===== src/rtl/ysyx_22040729_mul_pkg.sv =====
// rtl/ysyx_22040729_mul_pkg.sv - shared types and constants for the sequential multiplier
// Contents: default operand width, FSM state type, signedness encodings for the EXU decoder.
package ysyx_22040729_mul_pkg;

    localparam int XLEN_DEFAULT = 64;

    typedef enum logic [1:0] {
        IDLE = 2'd0,
        CALC = 2'd1,
        DONE = 2'd2
    } mul_state_e;

    // Encoded as {in_a_signed, in_b_signed}.
    // MUL/MULW/MULHU -> MUL_UU, MULHSU -> MUL_SU, MULH -> MUL_SS.
    localparam logic [1:0] MUL_UU = 2'b00;
    localparam logic [1:0] MUL_SU = 2'b10;
    localparam logic [1:0] MUL_SS = 2'b11;

endpackage


===== src/rtl/ysyx_22040729_mul_absneg.sv =====
// rtl/ysyx_22040729_mul_absneg.sv - combinational conditional two's-complement negate
// Ports:
//   i_data [W-1:0]  value in
//   i_neg           negate when high
//   o_data [W-1:0]  i_neg ? -i_data : i_data (wraps modulo 2^W)
module ysyx_22040729_mul_absneg #(
    parameter int W = 64
) (
    input  logic [W-1:0] i_data,
    input  logic         i_neg,
    output logic [W-1:0] o_data
);

    assign o_data = i_neg ? (~i_data + W'(1)) : i_data;

endmodule


===== src/rtl/ysyx_22040729_alu_multiplier_seq.sv =====
// rtl/ysyx_22040729_alu_multiplier_seq.sv - iterative radix-2 shift-add multiplier for RV64M
// Ports:
//   clk, rst                      rising-edge clock, synchronous active-high reset
//   in_valid/in_ready             operand handshake (in_ready only in IDLE)
//   in_a, in_b                    multiplicand, multiplier (XLEN)
//   in_a_signed, in_b_signed      operand is two's complement
//   flush                         abort current operation, return to IDLE
//   out_valid/out_ready           result handshake
//   out_result                    full 2*XLEN product
//   busy                          state != IDLE
// Optional: define YSYX_22040729_MUL_EARLY_OUT_EN to finish as soon as the
// remaining multiplier bits are all zero (same results, shorter latency).
module ysyx_22040729_alu_multiplier_seq
    import ysyx_22040729_mul_pkg::*;
#(
    parameter int XLEN = XLEN_DEFAULT
) (
    input  logic              clk,
    input  logic              rst,
    input  logic              in_valid,
    output logic              in_ready,
    input  logic [XLEN-1:0]   in_a,
    input  logic [XLEN-1:0]   in_b,
    input  logic              in_a_signed,
    input  logic              in_b_signed,
    input  logic              flush,
    output logic              out_valid,
    input  logic              out_ready,
    output logic [2*XLEN-1:0] out_result,
    output logic              busy
);

    localparam int CNT_W = $clog2(XLEN + 1);
    localparam int PW    = 2 * XLEN;

    mul_state_e       r_state;
    mul_state_e       w_state_next;

    // r_ma holds the magnitude of a pre-shifted by the iteration count, so the
    // per-cycle add never needs a variable shifter.
    logic [PW-1:0]    r_ma;
    logic [PW-1:0]    r_acc;
    logic [PW-1:0]    r_result;
    logic [XLEN-1:0]  r_mb;
    logic [CNT_W-1:0] r_cnt;
    logic             r_neg;

    logic             w_a_neg;
    logic             w_b_neg;
    logic [XLEN-1:0]  w_a_mag;
    logic [XLEN-1:0]  w_b_mag;
    logic [XLEN-1:0]  w_mb_next;
    logic [PW-1:0]    w_acc_next;
    logic [PW-1:0]    w_result;
    logic             w_accept;
    logic             w_last;

    assign w_a_neg = in_a_signed & in_a[XLEN-1];
    assign w_b_neg = in_b_signed & in_b[XLEN-1];

    // The most-negative input maps to 2^(XLEN-1), which fits as an unsigned magnitude.
    ysyx_22040729_mul_absneg #(.W(XLEN)) u_abs_a (
        .i_data (in_a),
        .i_neg  (w_a_neg),
        .o_data (w_a_mag)
    );

    ysyx_22040729_mul_absneg #(.W(XLEN)) u_abs_b (
        .i_data (in_b),
        .i_neg  (w_b_neg),
        .o_data (w_b_mag)
    );

    assign w_mb_next  = r_mb >> 1;
    assign w_acc_next = r_acc + (r_mb[0] ? r_ma : '0);

`ifdef YSYX_22040729_MUL_EARLY_OUT_EN
    assign w_last = (r_cnt == CNT_W'(XLEN - 1)) || (w_mb_next == '0);
`else
    assign w_last = (r_cnt == CNT_W'(XLEN - 1));
`endif

    // Sign correction is applied to the final accumulation value, in the same
    // cycle the last partial product is added.
    ysyx_22040729_mul_absneg #(.W(PW)) u_fix (
        .i_data (w_acc_next),
        .i_neg  (r_neg),
        .o_data (w_result)
    );

    always_ff @(posedge clk) begin
        if (rst) begin
            r_state <= IDLE;
        end else begin
            r_state <= w_state_next;
        end
    end

    always_comb begin
        w_state_next = r_state;
        w_accept     = 1'b0;
        if (flush) begin
            w_state_next = IDLE;
        end else begin
            case (r_state)
                IDLE: begin
                    if (in_valid) begin
                        w_accept     = 1'b1;
                        w_state_next = CALC;
                    end
                end
                CALC: begin
                    if (w_last) begin
                        w_state_next = DONE;
                    end
                end
                DONE: begin
                    if (out_ready) begin
                        w_state_next = IDLE;
                    end
                end
                default: w_state_next = IDLE;
            endcase
        end
    end

    always_ff @(posedge clk) begin
        if (rst) begin
            r_ma     <= '0;
            r_mb     <= '0;
            r_acc    <= '0;
            r_cnt    <= '0;
            r_neg    <= 1'b0;
            r_result <= '0;
        end else if (w_accept) begin
            r_ma     <= PW'(w_a_mag);
            r_mb     <= w_b_mag;
            r_acc    <= '0;
            r_cnt    <= '0;
            r_neg    <= w_a_neg ^ w_b_neg;
        end else if (r_state == CALC && !flush) begin
            r_acc    <= w_acc_next;
            r_ma     <= r_ma << 1;
            r_mb     <= w_mb_next;
            r_cnt    <= r_cnt + 1'b1;
            if (w_last) begin
                r_result <= w_result;
            end
        end
    end

    assign in_ready   = (r_state == IDLE);
    assign out_valid  = (r_state == DONE);
    assign busy       = (r_state != IDLE);
    assign out_result = r_result;

endmodule


===== config.mk =====
export PLATFORM = sky130hd
export DESIGN_NAME = ysyx_22040729_alu_multiplier_seq
export DESIGN_NICKNAME = d
export VERILOG_FILES = /design/src/rtl/ysyx_22040729_mul_pkg.sv /design/src/rtl/ysyx_22040729_mul_absneg.sv /design/src/rtl/ysyx_22040729_alu_multiplier_seq.sv
export SDC_FILE = /design/constraint.sdc
export NUM_CORES = 2
export LEC_CHECK = 0
export ABC_AREA = 1
export CORE_MARGIN = 1.5
export CORE_UTILIZATION = 30
export DETAILED_ROUTE_END_ITERATION = 6
export MAX_ROUTING_LAYER = met4
export SLEW_MARGIN = 10
export SYNTH_ARGS = -nofsm -noshare
export SYNTH_HDL_FRONTEND = slang
export SYNTH_SLANG_ARGS = --single-unit
export TNS_END_PERCENT = 100

===== constraint.sdc =====
create_clock -name clk -period 3.6 [get_ports clk]
set_clock_uncertainty 0.15 [all_clocks]
set_input_delay 0.72 -clock clk [delete_from_list [all_inputs] [get_ports clk]]
set_output_delay 0.72 -clock clk [all_outputs]
set_load 0.02 [all_outputs]

-- Yosys cells after proc, flatten, opt, wreduce, memory -nomap -nowiden
Cells that the tools add are included.
- $add $sub $neg: 5
- multiply operators: 0
- divide/modulo/power cells: 0
- $lt $le $gt $ge: 0
- equal/unequal tests: 6
- shifts and indexed selects: 0
- mux-type cells: 15
- bitwise operators: 7
- reduce and logical (&&, ||, !) cells: 9
- operators by type and width (operator ; count):
    2-to-1 mux 64 bit ; 6
    2-to-1 mux 128 bit ; 2
    adder 128 x 1 -> 128 bit, second input constant ; 1
    adder 128 bit ; 1
    adder 64 x 1 -> 64 bit, second input constant ; 2
    NOT 128 bit ; 1
    NOT 64 bit ; 2
    adder 7 x 1 -> 7 bit, second input constant ; 1
    == test 7 x 6 -> 1 bit, second input constant ; 1
    2-to-1 mux 2 bit ; 3
    one-hot mux 2 bit (3 select lines) ; 1
    AND reduction 3 bit ; 2
    inequality test 2 bit, second input constant ; 2
    nonzero test 2 bit ; 2
    OR reduction 2 bit ; 2
    2-to-1 mux 1 bit ; 3
    AND 1 bit ; 2
    == test 2 x 1 -> 1 bit, second input constant ; 1
    == test 2 bit, second input constant ; 1
    logical NOT 2 bit ; 1
    inequality test 2 x 1 -> 1 bit, second input constant ; 1
    logical AND 1 bit ; 1
    logical NOT 1 bit ; 1
    NOT 1 bit ; 1
    XOR 1 bit ; 1
- register bits: 458
- bits in latches: 0
- memory bits (writable): 0
- ROM bits: 0
- bits of input ports: 135
- memories: 0

-- Logic depth before layout (Yosys ltp)
- depth in word-level cells: 5
- mapped depth: 33
- gate-level depth less buffers: 31

-- By module
A second synthesis with hierarchy kept.
- cell total of the unflattened synthesis: 7924
- area, all modules: 42460.7 um^2
- modules (own cells, without submodules) (module ; times used ; cells an instance ; area each (um^2) ; sequential area each (um^2)):
    ysyx_22040729_alu_multiplier_seq ; 1 ; 5744 ; 32177.1 ; 9168.8
    ysyx_22040729_mul_absneg at u_fix ; 1 ; 1184 ; 5351.4 ; 0.0
    ysyx_22040729_mul_absneg at u_abs_a ... ; 2 ; 498 ; 2466.1 ; 0.0

-- Worst setup path after synthesis
Ideal clock, no wire load.
- path kind: reg-to-reg
- from: register r_mb[0]
- to: register r_result[87], in the netlist out_result[87]
- data arrival time: 3.612 ns
- required time: 3.337 ns
- path slack: -0.276 ns
- stages on the path, launching flop included: 29
- cells stage by stage: dfxtp_1 clkbuf_1 buf_1 nand2_1 inv_1 ha_1 inv_1 fa_1 inv_1 nand3_1 nand2_2 nand2_2 nand2_4 xor2_4 nand2_1 nor2_2 nand3_2 nor2_4 nand2_2 nor2_4 nand2_2 nor2_4 inv_2 o21ai_4 nand2_2 nand2_1 nand2_1 o21ai_1 inv_1
- longest elaborated chain between the ends: 5
- ends and longest elaborated chain (item ; line ; source):
    start: declaration ; ysyx_22040729_alu_multiplier_seq.sv:44 ; logic [XLEN-1:0] r_mb;
    start signal: assignment ; ysyx_22040729_alu_multiplier_seq.sv:137 ; r_mb <= w_b_mag;
    start signal: assignment ; ysyx_22040729_alu_multiplier_seq.sv:144 ; r_mb <= w_mb_next;
    2-to-1 mux 128 bit * ; ysyx_22040729_alu_multiplier_seq.sv:75 ; assign w_acc_next = r_acc + (r_mb[0] ? r_ma : '0);
    adder 128 bit * ; ysyx_22040729_alu_multiplier_seq.sv:75 ;
    NOT 128 bit ; ysyx_22040729_mul_absneg.sv:14 ; assign o_data = i_neg ? (~i_data + W'(1)) : i_data;
    adder 128 x 1 -> 128 bit ; ysyx_22040729_mul_absneg.sv:14 ;
    2-to-1 mux 128 bit * ; ysyx_22040729_mul_absneg.sv:14 ;
    end signal: assignment ; ysyx_22040729_alu_multiplier_seq.sv:147 ; r_result <= w_result;
    end: declaration ; ysyx_22040729_alu_multiplier_seq.sv:43 ; logic [PW-1:0] r_result;
Mark *: on every way between the ends. The rest lies on a longest branch, timed or not.
A chain may end at the register's enable or synchronous reset.

-- Worst setup path in the final report
- from: register r_mb[0]
- to: register r_result[124], in the netlist out_result[124]
The elaborated chain is that of the path after synthesis.

==> results.py <==
metrics = {
    "synth": {
        "synth-seq-area-share_pct": 22.41,
        "syn-cell-area_sq_um": 40920,
        "synth_area_leader_cell": "nand2_1",
        "synth_area_leaders": "nand2_1 25%, dfxtp_1 22%, inv_1 12%, nor2_1 7.3%, a21oi_1 4.9%",
        "synth_fp_nets": 7780,
        "synth-edff-count": 0,
        "synth_most_common_cell": "nand2_1",
        "synth_common_cells": "2754 x nand2_1, 1338 x inv_1, 792 x nor2_1, 458 x dfxtp_1, 403 x a21oi_1",
        "synth_seq_cells": 458,
        "netlist-cell-type-count": 58,
        "syn_inst": 7513,
        "synth_top_area_share_pct": 25.26,
        "synth_flop_cell": "dfxtp_1",
        "async_reset_ff_share_pct": 0,
        "ys.warnings.count": 0,
        "syn_area_per_cell_sq_um": 5.447,
    },
    "power": {
        "vdd_drop_max_mv": 0.3753,
        "power_switching_mw": 5.121,
        "comb_power_share_pct": 26.1,
        "swShare_pct": 33.08,
        "internal_power_mw": 10.36,
        "clkPwrFrac_pct": 39.6,
        "power_leakage_nw": 33.00,
        "seq_power_share_pct": 34.3,
        "cellPowerDensity_nw_per_um2": 247.8,
    },
    "global_routing": {
        "grt_start_max_net_pins": 121,
        "grt_use_total_pct": 31.60,
        "grt_pass1_wl_mm": 316.8,
        "antenna_found_initial": 18,
        "gr-total-overflow": 0,
        "grt_pass1_vias": 49990,
    },
    "critical_path": {
        "crit_path_top_delay_cell": "dfxtp_4",
        "cp_max_fo": 14,
        "worstSetupStartpoint": "r_mb[0]",
        "crit_top_cell": "buf_4",
        "rr_startpoint": "r_mb[0]",
        "crit_type": "reg -> reg",
        "timing.rr.end": "out_result[124]",
        "worstSetupEndpointType": "register",
        "ff2ff_path_depth": 31,
        "arrival_ns": 4.85,
        "worstPathRequired_ns": 4.05,
        "setup.worst_path.start_class": "register",
        "r2r_slack_ns": -0.79,
        "max_stage_delay_ns": 0.40,
    },
    "sta": {
        "worst_slack_ns": -0.7932,
        "hold_viol": 0,
        "fin_crit_sh_pct": 122.0,
        "slew_headroom_pct": 43.15,
        "slew_violations": 0,
        "period_needed_ns": 4.393,
        "fmax_mhz": 227.6,
        "worst-slew-pin-transition_ns": 0.8527,
        "grt_setup_unrepaired": "true",
        "setup_violations": 131,
    },
    "placement": {
        "dp_hpwl_mm": 183.3,
        "placed_cell_area_sq_um": 57000,
        "post-place-cells": 10860,
        "portBuffers": 265,
        "gp_congestion": 1.032,
        "post-place-ws_ns": -1.549,
    },
    "hold_path": {
        "hp-class": "reg -> reg",
        "hold_end": "r_mb[25]",
        "min_from": "r_mb[25]",
        "holdPathStages": 2,
    },
    "floorplanning": {
        "die_y_um": 372.3,
        "die-area_sq_um": 138600,
        "core_sq_um": 135500,
        "start_util_pct": 30.21,
        "num_io_pins": 266,
        "die_w_um": 372.3,
        "num_rows": 135,
    },
    "routing": {
        "drt_iter0_markers": 4265,
        "vias": 53200,
        "first_pass_iters": 6,
        "drc": 0,
        "post_drt_wl_per_cell_um": 19.76,
        "routed_wl_mm": 218.1,
        "antenna_left": 0,
        "viasPerCell": 4.821,
    },
    "layout": {
        "fin_area_sq_um": 62470,
        "syn2layout_area_growth_pct": 52.66,
        "num-fill-cells": 14720,
        "utilization_pct": 46.11,
        "fin_cells": 11030,
        "nNetsFinal": 9458,
        "drive_above_1_share_pct": 27.49,
    },
    "run_status": {
        "violations": "negative setup slack",
        "status": "finished, violations left",
    },
    "clock_tree": {
        "cts_buffers": 58,
        "path_clk_slew_ns": 0.07,
        "cts_tree": "done",
        "clk_path_buf_depth": 3,
        "clk-insertion-delay-late_ns": 0.71,
        "h-tree-depth": 2,
        "cts_num_sinks": 458,
        "root_buffer": "clkbuf_16",
    },
    "job": {
        "drv_cap": 0,
    },
}
==> metal layers <==
metal	track usage (%)	share of wire, %
met3	4.133	6.7
met1	44.14	48
met2	47.08	42
met5	-	0
met4	9.257	3.2
==> flip-flops by register name, indices dropped and copies added, names as in the netlist <==
signal      count
out_result    128
r_mb           64
r_cnt           7
r_state         2
r_ma          128
r_acc         128
r_neg           1
==> what timing repair did <==
| item | CTS | global route |
|---|---|---|
| hold endpoints to repair | 0 | 0 |
| buffers inserted | 20 | 30 |
| endpoints found under the setup margin | 159 | 176 |
| gates resized for setup | 520 | 329 |
| cloned | 1 | 1 |
| hold buffers | 0 | 0 |
| pin swaps | 29 | 40 |
==> stage by stage <==
step	power (mW)	TNS [ns]	hold slack [ns]
after floorplan	7.072	0	0.2912
after global placement	9.076	-117.05	0.3013
after detailed placement	9.076	-112.86	0.3051
after CTS	15.44	-50.43	0.3154
after global routing	16.10	-90.53	0.3261
final	15.48	-57.54	0.3137
==> worst max-delay path, delay by kind of cell (launching register included) <==
family	cells	cell delay, ns
and+or+nand+nor	17	1.77
buffers and inverters	13	1.66
DFF	1	0.40
adders and majority gates	1	0.30
==> layout make-up <==
class	count	area, sq um	share of cell area (%)
repair buffers	1829	15120	24.21
flip-flops and latches	458	9176	14.69
clock inverters	27	315.3	0.5047
well taps	1781	2228	3.567
multi-input cells	5478	28840	46.16
inverters	1366	5131	8.214
diodes	18	45.04	0.07210
clock buffers	77	1613	2.582
==> power groups by stage <==
stage               clock network [mW]  logic (mW)  registers [mW]
floorplan                            0        1.71            5.36
global placement                     0        3.68            5.40
detailed placement                   0        3.68            5.40
CTS                               6.26        3.89            5.29
global route                      6.43        4.35            5.31
finish                            6.13        4.05            5.30
==> how the worst max path moves through the flow <==
stage / endpoint / cells past startpoint
finish: out_result[124] / 31
floorplan: out_result[87] / 27
global placement: out_result[101] / 30
global route: out_result[120] / 35
detailed placement: out_result[101] / 30
CTS: out_result[120] / 30
==> cell usage in the layout, fill, tap and decap left out, types with 237 or more instances in the layout <==
cell,netlist,final
nand2_2,59,266
clkdlybuf4s50_1,0,264
nand2_1,2754,2502
dfxtp_1,458,456
buf_4,0,1498
nor2_1,792,568
inv_1,1338,1309
a21oi_1,403,354
o21ai_0,247,237
nand3_1,336,297
==> cells by family after synthesis <==
logic type	count (synthesis)	synth area share (%)
adders and majority gates	132	4.054
xor gates and xnor gates	112	2.461
DFF	458	22.41
and+or+nand+nor	4256	42.87
buffers and inverters	1577	14.48
AOI/OAI and AO/OA	978	13.73
Power figures use the tool's default switching activity.
